--- config.mk ---
export PLATFORM = sky130hd
export DESIGN_NAME = dac_chain_spi
export DESIGN_NICKNAME = d
export VERILOG_FILES = /design/src/rtl/dac_chain_spi.sv
export SDC_FILE = /design/constraint.sdc
export NUM_CORES = 1
export LEC_CHECK = 0
export ABC_AREA = 1
export CAP_MARGIN = 40
export CORE_UTILIZATION = 30
export DETAILED_ROUTE_END_ITERATION = 6
export GPL_TIMING_DRIVEN = 0
export SLEW_MARGIN = 25
export SYNTH_ARGS = -nofsm -noshare
export SYNTH_HDL_FRONTEND = slang
export SYNTH_SLANG_ARGS = --single-unit
--- constraint.sdc ---
create_clock -name clkin -period 1.7 [get_ports clkin]
set_clock_uncertainty 0.1 [all_clocks]
set_input_delay 0.34 -clock clkin [delete_from_list [all_inputs] [get_ports clkin]]
set_output_delay 0.34 -clock clkin [all_outputs]
set_load 0.005 [all_outputs]
--- src/rtl/dac_chain_spi.sv ---
// SPI master that shifts NUM_CH command words through a daisy chain of DACs in one csel frame.
// Optional readback (miso capture per channel) is built when DAC_CHAIN_READBACK_EN is defined.
module dac_chain_spi #(
  parameter int NUM_CH  = 4,
  parameter int WORD_W  = 32,
  parameter int CLK_DIV = 1,
  parameter int ADDR_W  = 4
) (
  input  logic              clkin,
  input  logic              reset,
  input  logic              trig,
  input  logic [WORD_W-1:0] word,
  output logic [ADDR_W-1:0] addr,
  output logic              sclk,
  output logic              csel,
  output logic              mosi,
  output logic              busy,
  output logic              flush,
  output logic              done
`ifdef DAC_CHAIN_READBACK_EN
  ,
  input  logic              miso,
  output logic [WORD_W-1:0] rdata,
  output logic [ADDR_W-1:0] rdata_ch,
  output logic              rdata_valid
`endif
);
  localparam int TOTAL = NUM_CH * WORD_W;
  localparam int BIT_W = $clog2(TOTAL) + 1;
  localparam int WB_W  = $clog2(WORD_W);
  localparam logic [BIT_W-1:0]  LAST_BIT  = BIT_W'(TOTAL - 1);
  localparam logic [WB_W-1:0]   LAST_WB   = WB_W'(WORD_W - 1);
  localparam logic [ADDR_W-1:0] LAST_CH   = ADDR_W'(NUM_CH - 1);
  localparam logic [7:0]        DIV_LAST  = 8'(CLK_DIV - 1);
  localparam logic [7:0]        HOLD_LAST = 8'(CLK_DIV);

  typedef enum logic [1:0] {IDLE, SHIFT, HOLD, GAP} state_t;

  state_t            state_reg, state_next;
  logic [7:0]        div_reg, div_next;
  logic [BIT_W-1:0]  bit_reg, bit_next;
  logic [WB_W-1:0]   wbit_reg, wbit_next;
  logic [WORD_W-1:0] shreg_reg, shreg_next;
  logic [ADDR_W-1:0] addr_reg, addr_next;
  logic              sclk_reg, sclk_next;
  logic              flush_reg, flush_next;
  logic              done_reg, done_next;
  logic              pending_reg, pending_next;
  logic              gap_half_reg, gap_half_next;
  logic              div_tick, sclk_rise, sclk_fall, word_end;

  assign div_tick  = (div_reg == DIV_LAST);
  assign sclk_rise = (state_reg == SHIFT) && div_tick && !sclk_reg;
  assign sclk_fall = (state_reg == SHIFT) && div_tick && sclk_reg;
  assign word_end  = (wbit_reg == LAST_WB);

  always_ff @(posedge clkin) begin
    if (!reset) begin
      state_reg    <= IDLE;
      div_reg      <= '0;
      bit_reg      <= '0;
      wbit_reg     <= '0;
      shreg_reg    <= '0;
      addr_reg     <= '0;
      sclk_reg     <= 1'b0;
      flush_reg    <= 1'b0;
      done_reg     <= 1'b0;
      pending_reg  <= 1'b0;
      gap_half_reg <= 1'b0;
    end else begin
      state_reg    <= state_next;
      div_reg      <= div_next;
      bit_reg      <= bit_next;
      wbit_reg     <= wbit_next;
      shreg_reg    <= shreg_next;
      addr_reg     <= addr_next;
      sclk_reg     <= sclk_next;
      flush_reg    <= flush_next;
      done_reg     <= done_next;
      pending_reg  <= pending_next;
      gap_half_reg <= gap_half_next;
    end
  end

  always_comb begin
    state_next    = state_reg;
    div_next      = div_reg;
    bit_next      = bit_reg;
    wbit_next     = wbit_reg;
    shreg_next    = shreg_reg;
    addr_next     = addr_reg;
    sclk_next     = sclk_reg;
    flush_next    = 1'b0;
    done_next     = 1'b0;
    gap_half_next = gap_half_reg;
    pending_next  = pending_reg | (trig && (state_reg != IDLE));
    case (state_reg)
      IDLE: begin
        sclk_next = 1'b0;
        addr_next = '0;
        if (trig || pending_reg) begin
          state_next   = SHIFT;
          shreg_next   = word;
          flush_next   = 1'b1;
          pending_next = 1'b0;
          div_next     = '0;
          bit_next     = '0;
          wbit_next    = '0;
        end
      end
      SHIFT: begin
        div_next = div_tick ? 8'd0 : div_reg + 8'd1;
        if (div_tick) sclk_next = !sclk_reg;
        // Advance addr early so the next word is on the memory bus by the following fall.
        if (sclk_rise && word_end && (addr_reg != LAST_CH)) addr_next = addr_reg + ADDR_W'(1);
        if (sclk_fall) begin
          if (bit_reg == LAST_BIT) begin
            state_next = HOLD;
            shreg_next = '0;
          end else begin
            bit_next = bit_reg + BIT_W'(1);
            if (word_end) begin
              shreg_next = word;
              flush_next = 1'b1;
              wbit_next  = '0;
            end else begin
              shreg_next = {shreg_reg[WORD_W-2:0], 1'b0};
              wbit_next  = wbit_reg + WB_W'(1);
            end
          end
        end
      end
      HOLD: begin
        // The cycle of the last fall counts as the first HOLD cycle.
        if (div_reg == HOLD_LAST) begin
          state_next    = GAP;
          done_next     = 1'b1;
          addr_next     = '0;
          div_next      = '0;
          gap_half_next = 1'b0;
        end else begin
          div_next = div_reg + 8'd1;
        end
      end
      GAP: begin
        if (div_tick) begin
          div_next = '0;
          if (gap_half_reg) state_next = IDLE;
          else gap_half_next = 1'b1;
        end else begin
          div_next = div_reg + 8'd1;
        end
      end
      default: state_next = IDLE;
    endcase
  end

  assign addr  = addr_reg;
  assign sclk  = sclk_reg;
  assign csel  = !((state_reg == SHIFT) || (state_reg == HOLD));
  assign mosi  = (state_reg == SHIFT) && shreg_reg[WORD_W-1];
  assign busy  = (state_reg != IDLE);
  assign flush = flush_reg;
  assign done  = done_reg;

`ifdef DAC_CHAIN_READBACK_EN
  logic [WORD_W-1:0] rx_reg, rdata_reg;
  logic [ADDR_W-1:0] rx_ch_reg, rdata_ch_reg;
  logic              rx_last_reg, rdata_valid_reg;

  always_ff @(posedge clkin) begin
    if (!reset) begin
      rx_reg          <= '0;
      rx_ch_reg       <= '0;
      rx_last_reg     <= 1'b0;
      rdata_reg       <= '0;
      rdata_ch_reg    <= '0;
      rdata_valid_reg <= 1'b0;
    end else begin
      rx_last_reg     <= sclk_rise && word_end;
      rdata_valid_reg <= rx_last_reg;
      if (sclk_rise) begin
        rx_reg    <= {rx_reg[WORD_W-2:0], miso};
        rx_ch_reg <= addr_reg;
      end
      if (rx_last_reg) begin
        rdata_reg    <= rx_reg;
        rdata_ch_reg <= rx_ch_reg;
      end
    end
  end

  assign rdata       = rdata_reg;
  assign rdata_ch    = rdata_ch_reg;
  assign rdata_valid = rdata_valid_reg;
`endif
endmodule

==> results.json <==
{
  "outcome": "finished with violations",
  "violations": "setup timing",
  "worstPathBufferInverterCount": 7,
  "fin_max_slew_vios": 0,
  "numClockSinks": 64,
  "cts_tree": "built",
  "post_synth_instance_area_sq_um": 3430,
  "seq_total_area_yosys": 0.374,
  "report.final.setup_viol": 17,
  "numPortBuffers": 43,
  "largest_reg_flops": 32,
  "post-route-worst-setup-slack_ns": -0.0726,
  "leakagePower_uw": 0.00223,
  "grt_setup_unrepaired": "true",
  "final.setup.tns_ns": -0.296,
  "max-clock-path-buffers": 2,
  "dieHeight_microns": 109,
  "critical_path_class": "flip-flop to flip-flop",
  "pwr_density_cell_nw_per_um2": 1730,
  "critical-path-top-delay-family": "buffers and inverters",
  "maxClockFrequency_mhz": 564,
  "core_region_area_sq_um": 11000,
  "num_vias": 3731,
  "worstMarginPinSlew_ns": 0.636,
  "grt_antenna_before_repair": 0,
  "grt_start_max_net_pins": 14,
  "crit_fanout": 3,
  "post_layout_power_uw": 9220,
  "worst_setup_path_end_kind": "flip-flop",
  "place_congestion": 0.766,
  "worst_path_largest_cell_delay_ns": 0.38,
  "r2r-start": "state_reg[0]",
  "clkLatencyLatePin_ns": 0.34,
  "final.hold.worst_slack_ns": 0.363,
  "chipWidth_microns": 109,
  "startpoint_type": "flip-flop",
  "remaining_drc_errors": 0,
  "worst_r2r_endpoint": "state_reg[1]",
  "worstPathArrival_ns": 1.94,
  "count_of_standard_cell_rows": 38,
  "cp_data_required_time_ns": 1.87,
  "cts.hold.buffers_added": 0,
  "synth_top_cells_by_area": "sky130_fd_sc_hd__dfxtp_1 37%, sky130_fd_sc_hd__nand2_1 20%, sky130_fd_sc_hd__nand3_1 8.0%",
  "ir_drop_uv": 1080,
  "avgViaCountPerCell": 4.88,
  "max_cap_violations": 0,
  "avgSynthCellArea_sq_um": 6.56,
  "globalRouteTotalUtil": 0.167,
  "postSynthNetCount": 570,
  "timing.reg2reg.worst_path_depth": 11,
  "hold_path_end": "state_reg[0]",
  "setup.reg_to_reg.worst_slack_ns": -0.07,
  "cp-startpoint": "state_reg[0]",
  "antenna_violating_nets_post_route": 0,
  "critPathMostFrequentCell": "sky130_fd_sc_hd__buf_4",
  "clkTransAtPathRegs_ns": 0.06,
  "gr-total-overflow": 0,
  "die_area_sq_um": 11900,
  "antenna_diodes": 0,
  "slowest_stage": "sky130_fd_sc_hd__dfxtp_4",
  "period_share": 1.04,
  "cell_breakdown_of_the_critical_path": "inv_4 > ha_1 > inv_2 > buf_4 > buf_4 > buf_4 > buf_4 > buf_4 > nand3_2 > nand2_2 > nor2_1",
  "yosys_register_bits": 64,
  "initialDrtViolationCount": 215,
  "initial_core_util": 0.312,
  "synth_cell_type_count": 28,
  "report.final.hold_viol_count": 0,
  "worst_hold_path_type": "input pin to flip-flop",
  "clock_tree.root_cell": "sky130_fd_sc_hd__clkbuf_16",
  "yosys_warnings": 0,
  "synth_top_cell_area_share": 0.374,
  "period_minus_slack_ns": 1.77,
  "hp-start": "reset",
  "synth_top_area_cell": "sky130_fd_sc_hd__dfxtp_1",
  "hold_critical_path_depth": 3,
  "worst_slew_margin_rel": 0.576,
  "wl_microns": 10300,
  "drive_gt1_frac": 0.313,
  "cts-buffers-inserted": 9,
  "cts-htree-levels": 3,
  "syn_to_final_growth_pct": 55.6,
  "grt_first_pass_wirelength_microns": 15700,
  "floorplan.io_pins": 45,
  "drt-pass1-iter-count": 5,
  "post_synth_inst_count": 523,
  "vias_in_the_first_global_route": 3371,
  "fillerInstances": 1033,
  "final_net_count": 666,
  "dp_hpwl_microns": 5970,
  "wl_per_cell_microns": 13.5
}
==> per-layer routing <==
metal	vias up	GRT usage	routed length (microns)
met5	-	0	0
met4	0	0.0502	150
met3	19	0.0424	557
met1	1744	0.212	4570
li1	1863	-	-
met2	105	0.277	5020
==> what timing repair did <==
| action | 4_1_cts | 5_1_grt |
|---|---|---|
| pin swaps | 12 | 24 |
| setup endpoints to repair | 66 | 60 |
| gates resized for setup | 95 | 110 |
| cloned | 4 | 4 |
| setup buffers | 19 | 16 |
==> cells by family after synthesis <==
kind of cell,synth area share
AOI/OAI and AO/OA,0.0971
xor gates and xnor gates,0.0153
adders and majority gates,0.0438
buffers and inverters,0.0807
DFF,0.374
and+or+nand+nor,0.389
==> worst max path at each step <==
stage	end	slack [ns]	depth (start not counted)
3_5_place_dp	shreg_reg[10]	-0.46	10
3_3_place_gp	shreg_reg[30]	-0.44	10
6_report	state_reg[1]	-0.07	11
2_1_floorplan	shreg_reg[10]	0.01	10
5_1_grt	bit_reg[2]	-0.12	10
4_1_cts	shreg_reg[10]	-0.02	11
==> synth_stat cells <==
cell / number
sky130_fd_sc_hd__a211oi_1: 1
sky130_fd_sc_hd__a21oi_1: 51
sky130_fd_sc_hd__a31oi_1: 1
sky130_fd_sc_hd__buf_2: 10
sky130_fd_sc_hd__buf_4: 1
sky130_fd_sc_hd__buf_6: 4
sky130_fd_sc_hd__clkbuf_1: 11
sky130_fd_sc_hd__clkinv_2: 1
sky130_fd_sc_hd__dfxtp_1: 64
sky130_fd_sc_hd__ha_1: 12
sky130_fd_sc_hd__inv_1: 30
sky130_fd_sc_hd__inv_2: 4
sky130_fd_sc_hd__nand2_1: 184
sky130_fd_sc_hd__nand2_2: 5
sky130_fd_sc_hd__nand2_4: 1
sky130_fd_sc_hd__nand3_1: 55
sky130_fd_sc_hd__nand3_2: 1
sky130_fd_sc_hd__nand3_4: 1
sky130_fd_sc_hd__nand4_1: 2
sky130_fd_sc_hd__nor2_1: 50
sky130_fd_sc_hd__nor2_2: 4
sky130_fd_sc_hd__nor2_4: 2
sky130_fd_sc_hd__nor3_1: 9
sky130_fd_sc_hd__nor4_1: 1
sky130_fd_sc_hd__o21ai_0: 11
sky130_fd_sc_hd__o21ai_2: 1
sky130_fd_sc_hd__xnor2_1: 1
sky130_fd_sc_hd__xor2_1: 5
==> layout make-up <==
type | instances | area [sq um] | area share
timing repair buffer | 86 | 830 | 0.156
tap | 140 | 175 | 0.0328
clock inverter | 7 | 100 | 0.0188
sequential | 64 | 1310 | 0.245
inverter | 35 | 166 | 0.0312
clock buffer | 9 | 225 | 0.0422
buffer | 25 | 238 | 0.0446
multi-input combinational | 398 | 2290 | 0.430
==> stage by stage <==
step,instance area [sq um],util,setup WS (ns),cells
2_1_floorplan,3430,-,0.0143,523
3_3_place_gp,4040,0.368,-0.437,706
3_5_place_dp,4040,0.368,-0.456,706
4_1_cts,4760,0.433,-0.0200,745
5_1_grt,5330,0.486,-0.123,764
6_report,5330,0.486,-0.0726,764
==> cell usage in the layout, fill, tap and decap left out, drive strengths merged <==
master and instances:
nand2 190, dfxtp 64, buf 58, nand3 57, nor2 56, a21oi 51, clkdlybuf4s50 40, inv 37
clkbuf 21, o21ai 12, ha 12, nor3 9, xor2 5, clkinv 3, nand4 2, bufinv 2
xnor2 1, nor4 1, a211oi 1, a31oi 1, clkdlybuf4s15 1
==> worst register-to-register path: stages, from the launching register on <==
cell and delay, ns:
sky130_fd_sc_hd__dfxtp_4 0.38, sky130_fd_sc_hd__inv_4 0.05, sky130_fd_sc_hd__ha_1 0.30, sky130_fd_sc_hd__inv_2 0.05
sky130_fd_sc_hd__buf_4 0.13, sky130_fd_sc_hd__buf_4 0.12, sky130_fd_sc_hd__buf_4 0.12, sky130_fd_sc_hd__buf_4 0.12
sky130_fd_sc_hd__buf_4 0.13, sky130_fd_sc_hd__nand3_2 0.06, sky130_fd_sc_hd__nand2_2 0.04, sky130_fd_sc_hd__nor2_1 0.11
==> power breakdown <==
group	leakage, uW	switching, uW	internal (uW)	total (uW)
registers	0.000530	293	1930	2230
clock network	0.000161	729	1300	2030
logic	0.00154	2610	2350	4960
total	0.00223	3630	5580	9220
(Power assumes the default switching activity.)
